--- src/rtl/fetch_unit.sv ---
// fetch_unit: instruction-fetch stage with PC register and IF/ID pipeline register.
//
// Ports:
//   Clk        - clock, all state updates on rising edge
//   Clrn       - asynchronous active-low reset
//   Stall      - hold PC and IF/ID (load-use hazard)
//   Pcsrc      - next-PC select: 00 seq, 01 branch, 10 jump, 11 register jump
//   Bpc/Jpc/Rpc- branch, jump and register-jump targets
//   Inst       - instruction word from instruction memory for Addr (same cycle)
//   Addr       - current PC, driven to instruction memory
//   D_Inst     - IF/ID instruction
//   D_Pc4      - IF/ID PC+4
//   D_Valid    - IF/ID holds a real instruction (0 = bubble)
//   Fetch_Cnt  - number of valid instructions delivered into IF/ID
module fetch_unit #(
    parameter logic [31:0] RESET_PC = 32'h0000_0000
) (
    input  logic        Clk,
    input  logic        Clrn,
    input  logic        Stall,
    input  logic [1:0]  Pcsrc,
    input  logic [31:0] Bpc,
    input  logic [31:0] Jpc,
    input  logic [31:0] Rpc,
    input  logic [31:0] Inst,
    output logic [31:0] Addr,
    output logic [31:0] D_Inst,
    output logic [31:0] D_Pc4,
    output logic        D_Valid,
    output logic [31:0] Fetch_Cnt
);

    typedef enum logic {
        BOOT = 1'b0,
        RUN  = 1'b1
    } state_t;

    state_t      state, state_nxt;
    logic [31:0] pc, pc_nxt;
    logic [31:0] d_inst, d_inst_nxt;
    logic [31:0] d_pc4, d_pc4_nxt;
    logic        d_valid, d_valid_nxt;
    logic [31:0] fetch_cnt, fetch_cnt_nxt;
    logic [31:0] pc_plus4;
    logic [31:0] target;

    assign pc_plus4 = pc + 32'd4;

    always_comb begin
        case (Pcsrc)
            2'b01:   target = Bpc;
            2'b10:   target = Jpc;
            default: target = Rpc;
        endcase
    end

    always_comb begin
        state_nxt     = state;
        pc_nxt        = pc;
        d_inst_nxt    = d_inst;
        d_pc4_nxt     = d_pc4;
        d_valid_nxt   = d_valid;
        fetch_cnt_nxt = fetch_cnt;
        case (state)
            BOOT: begin
                // One bubble cycle; redirect inputs are ignored here.
                state_nxt   = RUN;
                pc_nxt      = RESET_PC;
                d_inst_nxt  = '0;
                d_pc4_nxt   = '0;
                d_valid_nxt = 1'b0;
            end
            RUN: begin
                if (Pcsrc != 2'b00) begin
                    // Redirect wins over Stall; the word fetched this cycle is dropped.
                    pc_nxt      = target & ~32'h0000_0003;
                    d_inst_nxt  = '0;
                    d_pc4_nxt   = '0;
                    d_valid_nxt = 1'b0;
                end else if (!Stall) begin
                    pc_nxt        = pc_plus4;
                    d_inst_nxt    = Inst;
                    d_pc4_nxt     = pc_plus4;
                    d_valid_nxt   = 1'b1;
                    fetch_cnt_nxt = fetch_cnt + 32'd1;
                end
            end
            default: state_nxt = BOOT;
        endcase
    end

    always_ff @(posedge Clk or negedge Clrn) begin
        if (!Clrn) begin
            state     <= BOOT;
            pc        <= RESET_PC;
            d_inst    <= '0;
            d_pc4     <= '0;
            d_valid   <= 1'b0;
            fetch_cnt <= '0;
        end else begin
            state     <= state_nxt;
            pc        <= pc_nxt;
            d_inst    <= d_inst_nxt;
            d_pc4     <= d_pc4_nxt;
            d_valid   <= d_valid_nxt;
            fetch_cnt <= fetch_cnt_nxt;
        end
    end

    assign Addr      = pc;
    assign D_Inst    = d_inst;
    assign D_Pc4     = d_pc4;
    assign D_Valid   = d_valid;
    assign Fetch_Cnt = fetch_cnt;

endmodule
--- config.mk ---
export PLATFORM = sky130hd
export DESIGN_NAME = fetch_unit
export DESIGN_NICKNAME = d
export VERILOG_FILES = /design/src/rtl/fetch_unit.sv
export SDC_FILE = /design/constraint.sdc
export NUM_CORES = 1
export LEC_CHECK = 0
export ABC_AREA = 1
export CORE_MARGIN = 2
export CORE_UTILIZATION = 45
export DETAILED_ROUTE_END_ITERATION = 16
export PLACE_DENSITY = 0.81
export SLEW_MARGIN = 10
export SYNTH_ARGS = -nofsm -noshare
export SYNTH_HDL_FRONTEND = slang
export SYNTH_SLANG_ARGS = --single-unit
--- constraint.sdc ---
create_clock -name Clk -period 1.75 [get_ports Clk]
set_input_delay 0.2625 -clock Clk [delete_from_list [all_inputs] [get_ports Clk]]
set_output_delay 0.2625 -clock Clk [all_outputs]
set_load 0.02 [all_outputs]
==> results of run 1 <==
## layout make-up
class / count / area (um^2)
Fill cell: 1222 / 4440
Timing Repair Buffer: 306 / 3080
Clock inverter: 6 / 82.6
Clock buffer: 24 / 492
Tap cell: 211 / 264
Multi-Input combinational cell: 735 / 3560
Sequential cell: 127 / 3180
Inverter: 43 / 161
## synth_stat cells, types with 2 or more instances
library cell,instances
sky130_fd_sc_hd__xnor2_1,13
sky130_fd_sc_hd__nor2_2,8
sky130_fd_sc_hd__dfrtp_1,127
sky130_fd_sc_hd__nand3_1,46
sky130_fd_sc_hd__o21ai_1,4
sky130_fd_sc_hd__clkbuf_1,22
sky130_fd_sc_hd__o21ai_0,50
sky130_fd_sc_hd__inv_1,41
sky130_fd_sc_hd__buf_2,4
sky130_fd_sc_hd__inv_2,2
sky130_fd_sc_hd__and2_1,2
sky130_fd_sc_hd__nand2_1,390
sky130_fd_sc_hd__nor2_4,6
sky130_fd_sc_hd__conb_1,2
sky130_fd_sc_hd__nand3b_1,16
sky130_fd_sc_hd__buf_4,8
sky130_fd_sc_hd__nor3_1,4
sky130_fd_sc_hd__buf_1,6
sky130_fd_sc_hd__nor2_1,81
sky130_fd_sc_hd__a21oi_1,34
sky130_fd_sc_hd__nand4_1,3
sky130_fd_sc_hd__a22o_1,40
sky130_fd_sc_hd__xor2_1,21
sky130_fd_sc_hd__ha_1,5
sky130_fd_sc_hd__nand2_2,2
## worst max-delay path by stage
stage                               end  slack, ps  depth (start not counted)
final                     Fetch_Cnt[22]         20                          1
after global routing       Fetch_Cnt[4]         -4                          1
after CTS                 Fetch_Cnt[21]        0.2                          1
after detailed placement       Addr[28]       -310                         10
after global placement         Addr[28]       -280                         10
after floorplan                Addr[18]        160                          9
## stage by stage
step                total power [mW]  worst slack (ps)  instances
global placement                4.99              -279       1420
global route                    8.74             -4.25       1452
detailed placement              5.02              -309       1420
finish                          8.41              18.5       1452
floorplan                       4.02               157        945
CTS                             8.44             0.150       1451
## sequential cells by signal, summed over array words and instances, names as in the netlist
| name | flops |
|---|---|
| state | 1 |
| D_Inst | 32 |
| Fetch_Cnt | 32 |
| Addr | 30 |
| D_Pc4 | 31 |
| D_Valid | 1 |
## kinds of logic (layout without fill, tap and decap cells)
logic type / after synthesis / count (layout) / synth area share [%]
flops: 127 / 127 / 45.0
xor+xnor: 34 / 34 / 4.22
fa+ha+maj: 5 / 5 / 0.887
simple gates: 563 / 563 / 33.4
buf+inv: 83 / 379 / 4.91
other cells: 2 / 3 / 0.106
compound gates: 130 / 130 / 11.4
## power groups by stage
| stage | combinational [mW] | sequential [mW] | clock (mW) |
|---|---|---|---|
| 6_report | 1.65 | 3.29 | 3.47 |
| 2_1_floorplan | 0.549 | 3.47 | 0 |
| 5_1_grt | 1.79 | 3.31 | 3.65 |
| 4_1_cts | 1.64 | 3.29 | 3.51 |
| 3_5_place_dp | 1.68 | 3.34 | 0 |
| 3_3_place_gp | 1.65 | 3.33 | 0 |
## timing repair
item                                    CTS  global route
endpoints found under the setup margin   33            23
pin swaps                                 0             2
hold buffers                              1             0
buffers inserted                          0             1
hold endpoints to repair                 31             0
gates resized for setup                  33            22
## routing by layer
layer,GRT usage (%),share of wire [%],vias to the layer above
li1,-,-,3621
met1,33.2,40,3508
met2,47.2,49,389
met3,5.82,8.9,43
met4,8.70,1.9,0
met5,0,0,-
==> metrics list, run 1 <==
- The worst register-to-register path has a depth of 10.
- The critical path starts at Fetch_Cnt[22].
- The floorplan step defined a die boundary enclosing ~17,000 um^2.
* Mean post-synth cell area: around 7.5 um^2
- Synth area leader: sky130_fd_sc_hd__dfrtp_1
* Maximum number of pins on one net before global-route repair: 36
* Setup TNS: 0 ps
- DR pass1 iterations: 6
- Clock-pin slew on the worst setup and hold paths: around 50 ps
- Derived from the worst setup path, the maximum achievable clock frequency is around 0.58 GHz.
- Drt first-iter violations: around 560
* Leakage power figure: between 5 and 6 nW
* Effective utilization at floorplan: a little under half
- The repair_antennas step left the layout with diodes totalling 0.
- R2r startpoint: Addr[2]
- Fin Clk Skew: 9.53 ps
- Post-route cell area: approximately 11,000 um^2
* Final layout net count: 1,368
* RePlAce Congestion: ~0.93
- Per report_power, the clock group accounts for around two fifths of the total.
- Register area share after synthesis: a little under half
* Synth top area cells: sky130_fd_sc_hd__dfrtp_1 (45%), sky130_fd_sc_hd__nand2_1 (21%), sky130_fd_sc_hd__a22o_1 (5.0%)
- After detailed routing, the total wire length is 22.6 mm.
- Syn-to-layout area delta: 53.3%
- Fin Hold WS: ~360 ps
- P_int: between 6 and 7 mW
- Data arrival time at the worst-slack endpoint: 1470 ps
* Critical path peak fanout: 5
- Number of max-slew violations in the final report: 0
- Total power per unit cell area: around 780 nW/um^2
- Leading cell types in the layout, fill and taps excluded: sky130_fd_sc_hd__nand2_1 (390), sky130_fd_sc_hd__clkdlybuf4s50_1 (203), sky130_fd_sc_hd__dfrtp_1 (127)
* Global-route usage over all layers: a little over a quarter
* Number of DRC violations after detailed routing: 0
- Number of global-route vias before repair: 7,109
- In the routed layout, each cell is associated on average with a via count of ~5.2.
- Critical path buffer and inverter count: 1
* Reg-to-reg endpoint: Addr[24]
- VDD sags by at most ~0.70 mV.
- The worst setup path is launched from a register.
- In the synthesized netlist, the number of instances is between 900 and 1,000.
- The share of total power dissipated in sequential elements is 39.1%.
- The first global-routing pass estimated around 35 mm of wire.
- In the synthesized netlist the dominant register cell turns out to be sky130_fd_sc_hd__dfrtp_1.
- Latest clock arrival within the worst-skew pair: 410 ps
* Remaining Overflow, GRT: 0
* Share of flip-flops with an asynchronous set or reset: 100%
- Share of power burned in combinational logic: 19.6%
- Net switching power figure: roughly 2.3 mW
- Average detailed-routed wire length per instance: between 15 and 20 um
* Distinct cells, synth: 32
- From bottom edge to top edge, the die measures ~130 um.
- Number of port buffers: around 250
- The initial antenna violation count came to 0.
* Clock net sink count: around 130
- In this run the remaining antenna-violating nets after routing total 0.
- Commonest non-fill, non-tap cell in the layout: sky130_fd_sc_hd__nand2_1
* Number of clock buffers inserted by TritonCTS: 17
* Cell area after placement: 10,200 um^2
* Outcome: complete, no violations
* Flop-to-flop setup slack: about 100 ps
- Critical Path Max Stage Delay: approximately 640 ps
- The tree is rooted in a sky130_fd_sc_hd__clkbuf_16.
* Portion of the clock cycle consumed by the worst path in the final layout: between 90% and 100%
- Die Wd: ~130 um
* Clock tree from TritonCTS: done
- Data on the critical path is required at its endpoint by approximately 1500 ps.
- Worst min-delay path category: in2async
- Core region area: between 15,000 and 20,000 um^2
- In this run the core area contains 45 standard-cell rows.
- The worst setup path is of the reg2out kind.
- roughly 260 I/O pins were placed.
- Max-cap violations in this run came to 0.
* Maximum clock insertion buffer count: 2
* Final setup fails: 0
- The total count of hold-check failures in the final report is 0.
* Flip-flop and latch count after synthesis: between 100 and 150
- Once layout is complete, the utilization of the core stands at ~71%.
- Min Clock Period, post-route: around 1700 ps
* Kind of cell adding the most delay to the critical path: buffers and inverters
- The mapped netlist covers 7060 um^2.
* Via count: around 7,600
* Highest-delay cell along the critical path: sky130_fd_sc_hd__clkdlybuf4s50_1
- STA classifies the critical path endpoint as an output port.
- Fraction of synthesized cell area taken by the top area cell type: between 40% and 50%
- H-tree depth reported by CTS: 4
- Number of synthesized flops with an enable pin: 0
- In this run switching power makes up 27.5% of total power.
- Of the cells placed in the final design, the portion with a size suffix greater than 1 is 8.62%.
- Traced cell by cell, the critical path runs through clkdlybuf4s50_1.
- Count of synthesis-stage warnings from yosys: 0
- Placed wire-length estimate: roughly 18 mm
Note: power is estimated with default switching activity, not from simulation.
==> inputs of run 2 (changes only) <==
==> constraint.sdc (replaced) <==
create_clock -name Clk -period 1.74 [get_ports Clk]
set_input_delay 0.261 -clock Clk [delete_from_list [all_inputs] [get_ports Clk]]
set_output_delay 0.261 -clock Clk [all_outputs]
set_load 0.02 [all_outputs]
==> metrics list, run 2 (synthesis gave the netlist of run 1 again) <==
* Leading cell types in the layout, fill and taps excluded: sky130_fd_sc_hd__nand2_1 (390), sky130_fd_sc_hd__clkdlybuf4s50_1 (203), sky130_fd_sc_hd__dfrtp_1 (127)
- The total number of placement rows was 45 (unchanged).
- Number of port buffers: 253 (unchanged)
- Clock net sink count: 127 (unchanged)
- H-tree depth reported by CTS: 4 (unchanged)
- The critical path is of the reg2out type.
* Number of global-route vias before repair: 7,182 (+1.0%)
- The final instance count without filler cells is 1,451 (-0.069%).
- The floorplan die height is 129 um (unchanged).
- Detailed Route WL: 22.7 mm (+0.53%)
- The library cell used most frequently in the layout, excluding fill and tap cells, is sky130_fd_sc_hd__nand2_1.
- TritonCTS built the clock tree.
- Average detailed-routed wire length per instance: 15.7 um (+0.60%)
* RSZ-0062 raised after global routing: yes
- For this run, the top clock speed supported by timing is a little under 0.6 GHz.
- The total track usage is 26.9% (-0.061 points).
- The largest net degree at the start of global routing was 36 (unchanged).
- Req. time, crit path: 1480 ps (about the same)
- Portion of the clock cycle consumed by the worst path in the final layout: 98.8%
- The maximum clock skew at final layout came to 11.3 ps (+1.72 ps).
* Core region area: 15,300 um^2 (unchanged)
- Detailed-route vias per instance: 5.16 (-0.92%)
- After layout, the minimum clock period comes to about 1700 ps.
* CP endpoint kind: output port
- The largest fanout on the critical path is 5 (unchanged).
* Reg-to-reg endpoint: Fetch_Cnt[23]
- Placed wire-length estimate: 17.6 mm (+0.49%)
- The number of DRC markers in iteration 0 is 538 (-3.6%).
- Series of cell instances along the critical path: clkdlybuf4s50_1
- The number of nets at the end of the flow is 1,368 (unchanged).
- Clock tree synthesis selected as its root buffer the cell sky130_fd_sc_hd__clkbuf_16.
* Data arrival time at the worst-slack endpoint: 1460 ps (about the same)
- The number of remaining DRC errors is 0 (unchanged).
* Effective utilization at floorplan: 46.2% (unchanged)
* Critical path buffer and inverter count: 1 (unchanged)
- RePlAce Congestion: 0.933 (-0.11%)
* Fin Hold WS: 364 ps (+6.39 ps)
* Startpoint kind of the worst setup timing path: register
- The clock-pin slew reported for the worst setup and hold paths after clock tree synthesis is 50 ps (about the same).
* Setup TNS: 0 ps (unchanged)
* Total placed cells including tap cells: 1,419 (-0.070%)
- Total inserted antenna cells: 0 (unchanged)
- The fraction of layout cells with a size suffix above 1 is 8.79% (+0.17 points).
- Worst supply voltage drop on vdd: 0.729 mV (+3.7%)
- The total placed instance area was 10,200 um^2 (about the same).
- Die Wd: 129 um (unchanged)
- On the critical path, the stage with the largest delay is an instance of sky130_fd_sc_hd__clkdlybuf4s50_1.
- The total design power is 8.28 mW (-1.6%).
- The power density relative to cell area came to 767 nW/um^2 (-1.4%).
- Number of clock buffers inserted by TritonCTS: 17 (unchanged)
- The register-to-register setup slack is 60 ps (-40 ps).
* Final count of hold timing violations: 0 (unchanged)
* Leakage power figure: 5.03 nW (-1.2%)
- The worst reg-to-reg path cell count is 9 (-1).
- Among cell families on the critical path, the largest total delay comes from buffers and inverters.
* R2r startpoint: Fetch_Cnt[4]
- Latest clock arrival within the worst-skew pair: 410 ps (about the same)
- Remaining Overflow, GRT: 0 (unchanged)
- The count of antenna-violating nets left after detailed routing was 0 (unchanged).
- Critical Path Max Stage Delay: 630 ps (about the same)
- The initial antenna violation count was 0 (unchanged).
- Number of max-slew violations in the final report: 0 (unchanged)
- The area of all placed cells without fillers was 10,800 um^2 (-0.18%).
- The die area came to 16,700 um^2 (unchanged).
- The I/O pin count came to 262 (unchanged).
- The min-delay analysis places its worst path in the category in2async.
- Syn-to-layout area delta: 53.0%
- Final setup fails: 0 (unchanged)
- Outcome: complete, no violations
* Maximum clock insertion buffer count: 2 (unchanged)
- Max Cap Viol: 0 (unchanged)
- DR pass1 iterations: 5 (-1)
- Wire length of the first global-routing pass: 35.4 mm (+0.12%)
* Via count: 7,486 (-0.99%)
run 2: cell types whose count changed in the layout (fill, tap and decap cells not counted), moves of 2 or more:
cell                             delta
sky130_fd_sc_hd__nor2_1             -2
sky130_fd_sc_hd__nor2_4             +2
sky130_fd_sc_hd__dlymetal6s2s_1     -6
sky130_fd_sc_hd__dlygate4sd2_1      +6
run 2: worst max-delay path by stage:
| stage | startpoint | end | slack (ps) | cells past startpoint |
|---|---|---|---|---|
| floorplan | Addr[3] | Addr[18] | 150 | 9 |
| global placement | Pcsrc[0] | Addr[28] | -290 | 10 |
| detailed placement | Pcsrc[0] | Addr[28] | -360 | 10 |
| CTS | Fetch_Cnt[1] | Fetch_Cnt[1] | 3 | 1 |
| global route | Fetch_Cnt[5] | Fetch_Cnt[23] | -60 | 9 |
| finish | Fetch_Cnt[30] | Fetch_Cnt[30] | 20 | 1 |
run 2: where the power goes:
group          switching, mW  total (mW)  leakage, nW  internal, mW
Combinational          0.872        1.66         3.06         0.786
Sequential             0.198        3.30         1.71          3.11
Clock                   1.23        3.32        0.267          2.08
Total                   2.30        8.28         5.03          5.97
run 2: per-stage QoR:
| step | setup WS (ps) | util [%] |
|---|---|---|
| finish | 21.0 | 70.7 |
| global route | -58.4 | 70.7 |
| CTS | 2.93 | 70.2 |
| detailed placement | -355 | 66.9 |
| global placement | -289 | 66.9 |
| floorplan | 147 | - |
run 2: final cells by class:
cell class | count | area [um^2]
multi-input cells | 735 | 3570
repair buffers | 306 | 3070
fillers | 1225 | 4460
inverters | 43 | 161
clock inverters | 6 | 60.1
well taps | 211 | 264
clock buffers | 23 | 488
flip-flops and latches | 127 | 3180
run 2: timing repair:
| action | 4_1_cts | 5_1_grt |
|---|---|---|
| endpoints found under the hold margin | 29 | 0 |
| setup buffers | 0 | 2 |
| hold buffers | 1 | 0 |
| setup endpoints to repair | 39 | 32 |
| resized for setup | 39 | 21 |
| pin swaps | 0 | 2 |
run 2: routing by layer:
layer	part of all wire, %	up-vias	track usage, %
met2	49	358	46.7
met3	8.8	46	5.66
met1	40	3466	32.7
met5	0	-	0
li1	-	3616	-
met4	2.8	0	10.7
